### config.mk
export PLATFORM = sky130hd
export DESIGN_NAME = balsa_operand_feeder
export DESIGN_NICKNAME = d
export VERILOG_FILES = /design/src/rtl/balsa_operand_feeder.sv
export SDC_FILE = /design/constraint.sdc
export NUM_CORES = 1
export LEC_CHECK = 0
export BUFFER_PORTS_ARGS = -buffer_cell sky130_fd_sc_hd__buf_2
export CAP_MARGIN = 20
export CORE_MARGIN = 4
export CORE_UTILIZATION = 52
export CTS_BUF_LIST = sky130_fd_sc_hd__clkbuf_8
export CTS_CLUSTER_DIAMETER = 30
export DETAILED_ROUTE_END_ITERATION = 10
export GPL_TIMING_DRIVEN = 1
export HOLD_SLACK_MARGIN = 0.08
export PLACE_DENSITY = 0.85
export SLEW_MARGIN = 20
export SYNTH_ARGS = -nofsm -noshare
export SYNTH_HDL_FRONTEND = slang
export SYNTH_SLANG_ARGS = --single-unit
### constraint.sdc
create_clock -name clk -period 2.1 [get_ports clk]
set_clock_uncertainty 0.2 [all_clocks]
set_input_delay 0.21 -clock clk [delete_from_list [all_inputs] [get_ports clk]]
set_output_delay 0.21 -clock clk [all_outputs]
set_load 0.005 [all_outputs]
### src/rtl/balsa_operand_feeder.sv
// ---------------------------------------------------------------------------
// balsa_operand_feeder
//
// Clocked operand source for the 8-bit Balsa adder. A synchronous
// valid/ready producer fills a FIFO of operand pairs {a, b}. The adder pulls
// operand A on the i1 channel and operand B on the i2 channel. Each channel
// uses a 4-phase handshake with bundled data. A pair is retired only after
// both channels have completed a full handshake on it.
//
// Ports
//   clk, rst_n          single clock, asynchronous active-low reset
//   in_valid / in_ready producer handshake for the pair {in_a, in_b}
//   in_a, in_b          operands later served on i1 and i2
//   i1_0r / i1_0a       operand A pull request (asynchronous) / acknowledge
//   i1_0d               operand A data, valid while i1_0a is high
//   i2_0r / i2_0a       operand B pull request (asynchronous) / acknowledge
//   i2_0d               operand B data, valid while i2_0a is high
//   count               number of occupied FIFO entries
//
// Per-channel handshake sequence
//   IDLE --(rS & non-empty)--> LOAD --> ACK --(!rS)--> DONE --(pop)--> IDLE
// The data register loads on the edge that enters LOAD. The ack rises one
// cycle later, so the bundled data is set up a full cycle ahead of the ack.
// ---------------------------------------------------------------------------
module balsa_operand_feeder #(
    parameter int WIDTH       = 8,
    parameter int DEPTH       = 4,
    parameter int SYNC_STAGES = 2
) (
    input  logic                       clk,
    input  logic                       rst_n,
    input  logic                       in_valid,
    output logic                       in_ready,
    input  logic [WIDTH-1:0]           in_a,
    input  logic [WIDTH-1:0]           in_b,
    input  logic                       i1_0r,
    output logic                       i1_0a,
    output logic [WIDTH-1:0]           i1_0d,
    input  logic                       i2_0r,
    output logic                       i2_0a,
    output logic [WIDTH-1:0]           i2_0d,
    output logic [$clog2(DEPTH+1)-1:0] count
);

    localparam int PTR_W = (DEPTH > 1) ? $clog2(DEPTH) : 1;
    localparam int CNT_W = $clog2(DEPTH + 1);

    typedef enum logic [1:0] {
        ST_IDLE = 2'd0,
        ST_LOAD = 2'd1,
        ST_ACK  = 2'd2,
        ST_DONE = 2'd3
    } chan_state_t;

    // -----------------------------------------------------------------------
    // Shared FIFO bookkeeping
    // -----------------------------------------------------------------------
    logic [PTR_W-1:0] wr_ptr_reg;
    logic [PTR_W-1:0] rd_ptr_reg;
    logic [CNT_W-1:0] count_reg;
    logic             push;
    logic             pop;
    logic             fifo_nonempty;

    // Per-channel views, indexed 0 = i1 (operand A), 1 = i2 (operand B)
    logic [1:0]            req_raw;
    logic [1:0]            req_sync;
    logic [1:0]            chan_done;
    logic [1:0]            chan_ack;
    logic [1:0][WIDTH-1:0] chan_data;
    logic [1:0][WIDTH-1:0] operand_in;

    assign req_raw       = {i2_0r, i1_0r};
    assign operand_in[0] = in_a;
    assign operand_in[1] = in_b;

    assign in_ready      = (count_reg != CNT_W'(DEPTH));
    assign fifo_nonempty = (count_reg != '0);
    assign push          = in_valid & in_ready;
    // A pair retires only when both channels have finished their handshake.
    // Until then, a channel that finished first stays parked in DONE. This
    // stops it from pulling the same head pair twice.
    assign pop           = &chan_done;

    always_ff @(posedge clk or negedge rst_n) begin
        if (!rst_n) begin
            wr_ptr_reg <= '0;
            rd_ptr_reg <= '0;
            count_reg  <= '0;
        end else begin
            if (push) begin
                wr_ptr_reg <= wr_ptr_reg + PTR_W'(1);
            end
            if (pop) begin
                rd_ptr_reg <= rd_ptr_reg + PTR_W'(1);
            end
            case ({push, pop})
                2'b10:   count_reg <= count_reg + CNT_W'(1);
                2'b01:   count_reg <= count_reg - CNT_W'(1);
                default: count_reg <= count_reg;
            endcase
        end
    end

    // -----------------------------------------------------------------------
    // Per-channel resources. Each channel has its own storage, request
    // synchronizer, handshake FSM and bundled-data register.
    // -----------------------------------------------------------------------
    for (genvar gi = 0; gi < 2; gi++) begin : g_chan
        logic [WIDTH-1:0]       mem_reg [DEPTH];
        logic [SYNC_STAGES-1:0] sync_reg;
        chan_state_t            state_reg;
        chan_state_t            state_next;
        logic                   load_en;
        logic                   ack_reg;
        logic [WIDTH-1:0]       data_reg;

        // Operand storage. There is no reset: a location is read only after
        // it has been written by a push.
        always_ff @(posedge clk) begin
            if (push) begin
                mem_reg[wr_ptr_reg] <= operand_in[gi];
            end
        end

        // The request comes from the self-timed domain, so it goes through
        // a plain flip-flop chain. Only the last stage is used by the logic.
        always_ff @(posedge clk or negedge rst_n) begin
            if (!rst_n) begin
                sync_reg <= '0;
            end else begin
                sync_reg <= {sync_reg[SYNC_STAGES-2:0], req_raw[gi]};
            end
        end
        assign req_sync[gi] = sync_reg[SYNC_STAGES-1];

        always_comb begin
            state_next = state_reg;
            load_en    = 1'b0;
            case (state_reg)
                ST_IDLE: begin
                    if (req_sync[gi] && fifo_nonempty) begin
                        state_next = ST_LOAD;
                        load_en    = 1'b1;
                    end
                end
                ST_LOAD: begin
                    state_next = ST_ACK;
                end
                ST_ACK: begin
                    if (!req_sync[gi]) begin
                        state_next = ST_DONE;
                    end
                end
                ST_DONE: begin
                    if (pop) begin
                        state_next = ST_IDLE;
                    end
                end
                default: begin
                    state_next = ST_IDLE;
                end
            endcase
        end

        always_ff @(posedge clk or negedge rst_n) begin
            if (!rst_n) begin
                state_reg <= ST_IDLE;
                ack_reg   <= 1'b0;
                data_reg  <= '0;
            end else begin
                state_reg <= state_next;
                // The ack comes from its own flop, so it cannot glitch into
                // the self-timed adder.
                ack_reg   <= (state_next == ST_ACK);
                // Registered read of the head entry. This happens only on
                // IDLE->LOAD, so the data is held through ACK and DONE.
                if (load_en) begin
                    data_reg <= mem_reg[rd_ptr_reg];
                end
            end
        end

        assign chan_done[gi] = (state_reg == ST_DONE);
        assign chan_ack[gi]  = ack_reg;
        assign chan_data[gi] = data_reg;
    end

    assign i1_0a = chan_ack[0];
    assign i1_0d = chan_data[0];
    assign i2_0a = chan_ack[1];
    assign i2_0d = chan_data[1];
    assign count = count_reg;

endmodule

==> reports/qor.csv, run 1 <==
stage;metric;value;unit
status;outcome;complete, but fails checks;
status;violations;setup timing;
power;total_power;5.86;mW
timing;finalWorstSetupSlack;-0.0787;ns
setup_path;critPathRequiredTime;2.17;ns
hold_path;min_path_type;input port to flip-flop;
die;die_area;0.00856;sq mm
setup_path;cp-start-kind;flip-flop;
timing;slew_viol_final;0;
setup_path;arrival;2.25;ns
detailed_routing;drt-initial-drc-count;59;
cells_and_area;drive_gt1_share;39.1;%
cells_and_area;multi_input_area;913;sq um
synth;async_reset_ff_share;34.0;%
die;start_util;54.1;%
cells_and_area;area_growth;22.3;%
power;peakVddDrop;0.000637;V
synth;netlist_instances;183;
clocking;cts_sinks;97;
setup_path;cp-endpoint;count[2]$_DFFE_PN0P_;
timing;hold_viol;0;
detailed_routing;firstDrtPassIters;6;
die;die_w;92.5;um
detailed_routing;avgViaCountPerCell;5.15;
die;chipHeight;92.5;um
clocking;clk_latency;0.35;ns
place;dp_cells;330;
grt;grt_pass1_wl;9760;um
synth;yosysSeqAreaShare;74.0;%
timing;min_period_over_period;104;%
die;ios;43;
synth;synthDistinctLibCells;27;
setup_path;cp.depth;9;
cells_and_area;layout.cells.non_filler;367;
power;power.density;1290;mW/mm^2
synth;syn-cell-area;0.00371;sq mm
place;place_hpwl;3830;um
grt;antenna_found_initial;0;
cells_and_area;final_area;0.00454;sq mm
job;drv_cap;0;
clocking;htree_num_levels;3;
timing;grt_setup_unrepaired;yes;
clocking;cts_tree;built;
setup_path;cp.buffers_inverters;2;
setup_path;r2r_setup_slack;-0.08;ns
clocking;cts_root_buf;clkbuf_8;
detailed_routing;ant_nets;0;
setup_path;critPathTopFamily;simple AND/OR/NAND/NOR gates;
clocking;cts_made_buffers;9;
synth;yosysWarnings;0;
timing;max_freq;0.459;GHz
detailed_routing;routedWlPerCell;16.5;um
timing;min_period;2.18;ns
setup_path;cp-end-kind;flip-flop;
grt;grt.total_usage;15.5;%
clocking;cts.path.max_buffers;2;
setup_path;crit_fanout;2;
grt;grt_remaining_overflow;0;
clocking;clk_pin_slew;0.09;ns
setup_path;critical_path.slowest_cell;or3b_4;
timing;setup_viol;1;
detailed_routing;vias;1891;
setup_path;crit_top_cell;xor2_1;
synth;ys_seq_elements;97;
synth;synth_nets;210;
cells_and_area;nFillCells;474;
cells_and_area;fin_nets;293;
setup_path;reg2reg_from;count[0]$_DFFE_PN0P_;
synth;synth_ff_type;edfxtp_1;
power;cellLeakagePower;1.82;nW
setup_path;r2r_cells;9;
detailed_routing;drc;0;
timing;slew_headroom;46.4;%
setup_path;startpoint;count[0]$_DFFE_PN0P_;
timing;tns;-0.0787;ns
timing;worstMarginPinSlew;0.803;ns
die;rows;30;
grt;grt_max_degree;34;
synth;synth_edf_count;64;
cells_and_area;seq_area;0.00275;sq mm
place;portBuffers;42;
setup_path;path_cells;or3b_4, and2_4, inv_4, ha_4, inv_2, fa_2, xor2_1, nor2_1, xor2_1;
grt;first_global_vias;1898;
die;core;0.00687;sq mm
detailed_routing;wl;6060;um
setup_path;critical_path_class;flip-flop to flip-flop;
cells_and_area;diodes;0;
place;placed_cell_area;0.00414;sq mm
setup_path;timing.rr.end;count[2]$_DFFE_PN0P_;
place;gp_congestion;0.748;
cells_and_area;largest_register_ffs;64;
synth;synth_area_per_cell;20.3;sq um
setup_path;max_stage_delay;0.40;ns
## how the worst min path moves through the flow
stage	startpoint	end	slack, ns	depth (start not counted)
final	in_valid	wr_ptr_reg[0]$_DFFE_PN0P_	0.13	4
after global routing	in_valid	wr_ptr_reg[0]$_DFFE_PN0P_	0.13	4
after CTS	in_valid	wr_ptr_reg[0]$_DFFE_PN0P_	0.10	4
after detailed placement	i2_0r	g_chan[1].sync_reg[0]$_DFF_PN0_	0.12	1
after global placement	rst_n	i1_0d[0]$_DFFE_PN0P_	0.12	1
after floorplan	rst_n	count[0]$_DFFE_PN0P_	-0.29	0
## metrics by stage
step | worst slack (ns) | hold slack (ns) | util [%]
after floorplan | -0.115 | -0.286 | -
after global placement | -0.0392 | 0.120 | 60.2
after detailed placement | -0.0993 | 0.120 | 60.2
after CTS | -0.0729 | 0.104 | 65.9
after global routing | -0.155 | 0.130 | 66.1
final | -0.0787 | 0.133 | 66.1
## logic make-up (layout without fill, tap and decap cells)
logic type | after synthesis | after routing | share of synthesized area (%)
xor+xnor | 6 | 6 | 1.42
fa+ha+maj | 6 | 6 | 2.22
buf+inv | 13 | 101 | 2.02
flops | 97 | 97 | 74.0
mux | 36 | 36 | 16.5
simple gates | 25 | 25 | 3.87
## layout by cell type, fill, tap and decap left out, drive strengths merged
master / Yosys / layout
mux4: 16 / 16
ha: 5 / 5
bufinv: 0 / 1
nor2: 5 / 5
inv: 7 / 10
and3: 4 / 4
xnor2: 3 / 3
and4: 1 / 1
clkbuf: 2 / 9
nand2b: 2 / 2
nand3b: 1 / 1
nor3: 1 / 1
or3b: 1 / 1
dfrtp: 33 / 33
fa: 1 / 1
edfxtp: 64 / 64
nand2: 4 / 4
mux2: 17 / 17
or3: 1 / 1
dlygate4sd3: 0 / 19
nand3: 4 / 4
clkinv: 0 / 3
xor2: 3 / 3
buf: 4 / 59
mux2i: 3 / 3
and2: 1 / 1
## area by class of cell
| cell class | instances | share of cell area (%) |
|---|---|---|
| Tap cell | 96 | 2.64 |
| Clock buffer | 9 | 2.73 |
| Multi-Input combinational cell | 73 | 20.1 |
| Clock inverter | 7 | 1.51 |
| Timing Repair Buffer | 78 | 11.9 |
| Sequential cell | 97 | 60.5 |
| Inverter | 7 | 0.633 |
## metal layers
metal	GRT usage, %	routed length [um]	vias to the layer above
met4	5.20	68	0
met2	25.7	3080	44
li1	-	-	873
met5	0	0	-
met3	5.20	327	9
met1	19.1	2590	965
## repair_timing
action                     in CTS  in global routing
resized for setup               0                  2
setup buffers                   1                  1
hold buffers                   19                  0
setup endpoints to repair       1                  2
hold endpoints to repair       99                  0
pin swaps                       4                  1
## synthesized netlist by cell type, types with 2 or more instances
cell / number / share of area (%)
nor2_1: 5 / 0.51
buf_2: 2 / 0.27
mux4_2: 8 / 4.9
clkbuf_1: 2 / 0.20
mux2i_1: 3 / 0.81
xor2_1: 3 / 0.71
xnor2_1: 3 / 0.71
ha_1: 5 / 1.7
and3_1: 4 / 0.67
dfrtp_1: 33 / 22
inv_1: 7 / 0.71
mux2_2: 17 / 5.2
nand3_1: 4 / 0.54
nand2_1: 4 / 0.40
mux4_1: 8 / 5.7
edfxtp_1: 64 / 52
## power breakdown
part	internal (mW)	leakage [nW]	switching [mW]	total (mW)
Combinational	1.04	0.743	0.824	1.86
Sequential	2.60	0.977	0.231	2.83
Clock	0.551	0.103	0.610	1.16
## worst min-delay path, stage by stage
cell	delay [ns]
buf_2	0.11
and2_4	0.16
buf_4	0.12
xnor2_1	0.06
No activity file was read; power rests on OpenSTA's default activity.
==> run 2: changes to the inputs <==
PLACE_DENSITY = 0.82   (was 0.85)
clock period = 2.05 ns   (was 2.1 ns; I/O delays follow)
==> reports/qor.csv, run 2 (synthesis results as in run 1) <==
stage;metric;value;unit
clocking;cts_made_buffers;9;
hold_path;whs_path_depth;4;
setup_path;cp-end-kind;flip-flop;
cells_and_area;drive_gt1_share;40.1;%
clocking;clk_latency;0.35;ns
detailed_routing;firstDrtPassIters;4;
setup_path;cp-start-kind;flip-flop;
grt;antenna_found_initial;0;
power;power_frac_seq;45.6;%
grt;grt_pass1_wl;10100;um
place;portBuffers;42;
setup_path;crit_fanout;2;
timing;worstMarginPinSlew;0.751;ns
power;power.density;1360;mW/mm^2
setup_path;max_stage_delay;0.40;ns
status;outcome;complete, but fails checks;
clocking;htree_num_levels;3;
cells_and_area;fin_nets;299;
clocking;cts_sinks;97;
timing;grt_setup_unrepaired;yes;
setup_path;path_cells;or3b_4, and2_4, inv_4, ha_4, inv_2, fa_2, xor2_1, nor2_1, xor2_1;
hold_path;min_from;in_valid;
clocking;cts_root_buf;clkbuf_8;
cells_and_area;layout.cells.non_filler;373;
grt;first_global_vias;1952;
job;drv_cap;0;
setup_path;cp.buffers_inverters;2;
setup_path;critPathRequiredTime;2.13;ns
setup_path;crit_top_cell;xor2_1;
die;start_util;54.1;%
timing;slew_viol_final;0;
power;switching_share;27.1;%
timing;min_period;2.19;ns
cells_and_area;largest_register_ffs;64;
power;internal_power;4.60;mW
setup_path;critical_path_class;flip-flop to flip-flop;
power;cellLeakagePower;1.88;nW
cells_and_area;final_area;0.00465;sq mm
timing;min_period_over_period;107;%
power;peakVddDrop;0.000636;V
die;chipHeight;92.5;um
grt;grt_max_degree;34;
setup_path;arrival;2.27;ns
power;p_switching;1.71;mW
place;dp_cells;336;
clocking;clk_pin_slew;0.09;ns
setup_path;reg2reg_from;count[1]$_DFFE_PN0P_;
detailed_routing;ant_nets;0;
clocking;cts_tree;built;
timing;slew_headroom;49.9;%
setup_path;r2r_cells;9;
grt;grt.total_usage;16.0;%
status;violations;setup timing;
detailed_routing;wl;6140;um
cells_and_area;diodes;0;
cells_and_area;area_growth;25.2;%
clocking;cts.path.max_buffers;2;
die;die_w;92.5;um
place;gp_congestion;0.795;
place;place_hpwl;4060;um
die;ios;43;
detailed_routing;drt-initial-drc-count;53;
die;rows;30;
hold_path;min_path_type;input port to flip-flop;
power;p_comb_share;31.8;%
timing;hold_viol;0;
cells_and_area;most-common-layout-cells;edfxtp_1 (64), buf_2 (42), dfrtp_1 (33), dlygate4sd3_1 (19), buf_4 (19);
setup_path;critPathTopFamily;simple AND/OR/NAND/NOR gates;
power;p_clk_share;22.6;%
timing;max_freq;0.457;GHz
timing;tns;-0.140;ns
detailed_routing;routedWlPerCell;16.5;um
hold_path;holdPathEnd;wr_ptr_reg[0]$_DFFE_PN0P_;
place;pre_cts_slack;-0.148;ns
grt;grt_remaining_overflow;0;
setup_path;timing.rr.end;count[2]$_DFFE_PN0P_;
setup_path;r2r_setup_slack;-0.14;ns
die;die_area;0.00856;sq mm
detailed_routing;vias;1905;
timing;whs;0.142;ns
detailed_routing;drc;0;
timing;finalWorstSetupSlack;-0.140;ns
cells_and_area;layout_commonest_cell;edfxtp_1;
detailed_routing;avgViaCountPerCell;5.11;
setup_path;critical_path.slowest_cell;or3b_4;
die;core;0.00687;sq mm
timing;setup_viol;1;
place;placed_cell_area;0.00420;sq mm
## run 2: power by group through the flow
stage | Combinational, mW | Sequential (mW) | Clock (mW)
after detailed placement | 1.99 | 2.93 | 0
after global routing | 2.20 | 2.94 | 1.55
after CTS | 2.04 | 2.89 | 1.48
final | 2.01 | 2.88 | 1.43
after floorplan | 1.21 | 2.92 | 0
after global placement | 1.91 | 2.90 | 0
## run 2: timing repair
action,4_1_cts,5_1_grt
endpoints found under the setup margin,2,2
setup buffers,1,1
resized for setup,1,2
hold buffers,19,0
pin swaps,4,3
hold endpoints to repair,99,0
## run 2: metal layers
layer	part of all wire [%]	vias to the layer above	global-route usage, %	wire length [um]
li1	-	883	-	-
met1	43	970	19.9	2640
met2	51	40	26.2	3130
met3	4.2	12	5.04	260
met4	1.7	0	6.19	105
met5	0	-	0	0
## run 2: worst max-delay path by stage
stage,cells past startpoint,from,end
after floorplan,9,count[0]$_DFFE_PN0P_,count[2]$_DFFE_PN0P_
after global placement,9,count[1]$_DFFE_PN0P_,count[2]$_DFFE_PN0P_
after detailed placement,9,count[1]$_DFFE_PN0P_,count[2]$_DFFE_PN0P_
after CTS,9,count[0]$_DFFE_PN0P_,count[2]$_DFFE_PN0P_
after global routing,9,count[1]$_DFFE_PN0P_,count[2]$_DFFE_PN0P_
final,9,count[1]$_DFFE_PN0P_,count[2]$_DFFE_PN0P_
## run 2: worst reg2reg max path, delay by kind of cell, from the launching register on
family,cells,cell delay [ns]
and+or+nand+nor,3,0.69
adders and majority gates,2,0.45
DFF,1,0.38
xor gates and xnor gates,2,0.30
buffers and inverters,2,0.09
## run 2: area by class of cell
class,instances,area [sq um]
clock buffer,9,124
timing repair buffer,84,606
sequential,97,2750
inverter,7,28.8
tap,96,120
multi-input combinational,73,908
clock inverter,7,115
fill,464,2220
## run 2: metrics by stage
stage               power, mW  utilization (%)
finish                   6.32             67.7
global route             6.69             67.7
CTS                      6.40             67.5
detailed placement       4.91             61.1
global placement         4.81             61.1
floorplan                4.14                -
==> run 3: changes to the inputs <==
REMOVE_ABC_BUFFERS = 1   (was not set)
==> reports/qor.csv, run 3 (synthesis results as in run 1) <==
stage;metric;value;unit
status;outcome;complete, but fails checks;
status;violations;setup timing;
clocking;cts_root_buf;clkbuf_8;
setup_path;critical_path.slowest_cell;or3b_4;
die;rows;30;
die;ios;43;
cells_and_area;area_growth;23.9;%
clocking;cts.path.max_buffers;2;
timing;worstMarginPinSlew;0.767;ns
detailed_routing;drc;0;
power;power.density;1340;mW/mm^2
clocking;cts_sinks;97;
setup_path;cp-end-kind;flip-flop;
place;dp_cells;333;
grt;grt_pass1_wl;10500;um
grt;grt.total_usage;16.8;%
cells_and_area;layout.cells.non_filler;371;
timing;grt_setup_unrepaired;yes;
cells_and_area;most-common-layout-cells;edfxtp_1 (64), buf_2 (42), dfrtp_1 (33), buf_4 (20), dlygate4sd3_1 (19);
cells_and_area;drive_gt1_share;41.1;%
detailed_routing;firstDrtPassIters;4;
timing;slew_headroom;48.9;%
setup_path;critical_path_class;flip-flop to flip-flop;
setup_path;critPathTopFamily;simple AND/OR/NAND/NOR gates;
timing;finalWorstSetupSlack;-0.152;ns
setup_path;reg2reg_from;count[1]$_DFFE_PN0P_;
detailed_routing;avgViaCountPerCell;5.16;
place;gp_congestion;0.772;
detailed_routing;vias;1916;
die;die_area;0.00856;sq mm
setup_path;arrival;2.29;ns
detailed_routing;routedWlPerCell;17.5;um
detailed_routing;ant_nets;0;
timing;slew_viol_final;0;
cells_and_area;layout_commonest_cell;edfxtp_1;
timing;min_period_over_period;107;%
place;portBuffers;42;
place;place_hpwl;4060;um
die;die_w;92.5;um
cells_and_area;fin_nets;297;
setup_path;path_cells;or3b_4, and2_4, inv_4, ha_4, inv_2, fa_2, xor2_2, nor2_2, xor2_1;
cells_and_area;seq_area;0.00275;sq mm
hold_path;min_from;g_chan[0].sync_reg[0]$_DFF_PN0_;
detailed_routing;wl;6490;um
setup_path;critPathRequiredTime;2.14;ns
setup_path;cp.buffers_inverters;2;
timing;min_period;2.20;ns
grt;antenna_found_initial;0;
die;core;0.00687;sq mm
die;chipHeight;92.5;um
grt;grt_max_degree;34;
setup_path;cp-start-kind;flip-flop;
hold_path;min_path_type;flip-flop to flip-flop;
timing;hold_viol;0;
setup_path;startpoint;count[1]$_DFFE_PN0P_;
cells_and_area;diodes;0;
die;start_util;54.1;%
place;placed_cell_area;0.00414;sq mm
grt;grt_remaining_overflow;0;
detailed_routing;drt-initial-drc-count;75;
setup_path;crit_fanout;2;
cells_and_area;final_area;0.00460;sq mm
grt;first_global_vias;2039;
timing;setup_viol;2;
timing;max_freq;0.454;GHz
clocking;cts_tree;built;
clocking;cts_made_buffers;9;
cells_and_area;final_core_util;67.0;%
job;drv_cap;0;
clocking;htree_num_levels;3;
power;peakVddDrop;0.000575;V
power;cellLeakagePower;1.84;nW
setup_path;max_stage_delay;0.40;ns
cells_and_area;largest_register_ffs;64;
clocking;clk_pin_slew;0.09;ns
cells_and_area;nFillCells;444;
cells_and_area;multi_input_area;918;sq um
clocking;clk_latency;0.35;ns
## run 3: cell count changes in the layout (fill, tap and decap cells not counted), sizes merged
| cell | change |
|---|---|
| buf | -2 |
| clkinvlp | +2 |
| clkbuf | +2 |
| inv | -2 |
| bufinv | -2 |
## run 3: routing by layer
layer | wire [um] | up-vias | global-route usage, %
li1 | - | 874 | -
met5 | 0 | - | 0
met4 | 109 | 0 | 6.31
met3 | 352 | 13 | 4.63
met2 | 3460 | 65 | 29.2
met1 | 2580 | 964 | 19.8
## run 3: worst reg2reg max path: cells and delay by family (launching register included)
family                   cells  cell delay, ns
AND/OR/NAND/NOR              3            0.68
adder cells (fa/ha/maj)      2            0.47
flip-flops                   1            0.39
XOR/XNOR                     2            0.31
buffers and inverters        2            0.08
## run 3: power breakdown
part / internal, mW / switching [mW]
Combinational: 1.11 / 0.946
Clock: 0.636 / 0.627
Sequential: 2.67 / 0.202
## run 3: final timing paths
kind | end | slack [ns] | cells after the start
max in group asynchronous | i1_0d[6]$_DFFE_PN0P_ | 0.90 | 2
worst min-delay path | g_chan[0].sync_reg[1]$_DFF_PN0_ | 0.16 | 0
min in group asynchronous | i2_0d[3]$_DFFE_PN0P_ | 0.26 | 2
worst max register to register | count[2]$_DFFE_PN0P_ | -0.15 | 9
worst max-delay path | count[2]$_DFFE_PN0P_ | -0.15 | 9
worst min register to register | g_chan[0].sync_reg[1]$_DFF_PN0_ | 0.16 | 0
## run 3: layout make-up
type / count / share of cell area (%)
inverter: 7 / 0.626
tap: 96 / 2.61
sequential: 97 / 59.7
timing repair buffer: 82 / 12.4
multi-input combinational: 73 / 20.0
clock inverter: 5 / 1.36
clock buffer: 11 / 3.29
## run 3: timing repair
item                                    in CTS  in global routing
hold endpoints to repair                    99                  0
hold buffers                                19                  0
endpoints found under the setup margin       2                  2
gates resized for setup                      5                  4
pin swaps                                    4                  2
buffers inserted                             1                  2
## run 3: metrics by stage
step           power (mW)  hold slack, ns  setup WS [ns]  setup TNS (ns)
4_1_cts              6.18           0.115         -0.151          -0.173
5_1_grt              6.57           0.174         -0.201          -0.245
3_5_place_dp         4.85           0.115         -0.228          -0.283
3_3_place_gp         4.72           0.115         -0.153          -0.153
2_1_floorplan        4.01          -0.291         -0.287          -0.393
6_report             6.19           0.162         -0.152          -0.169
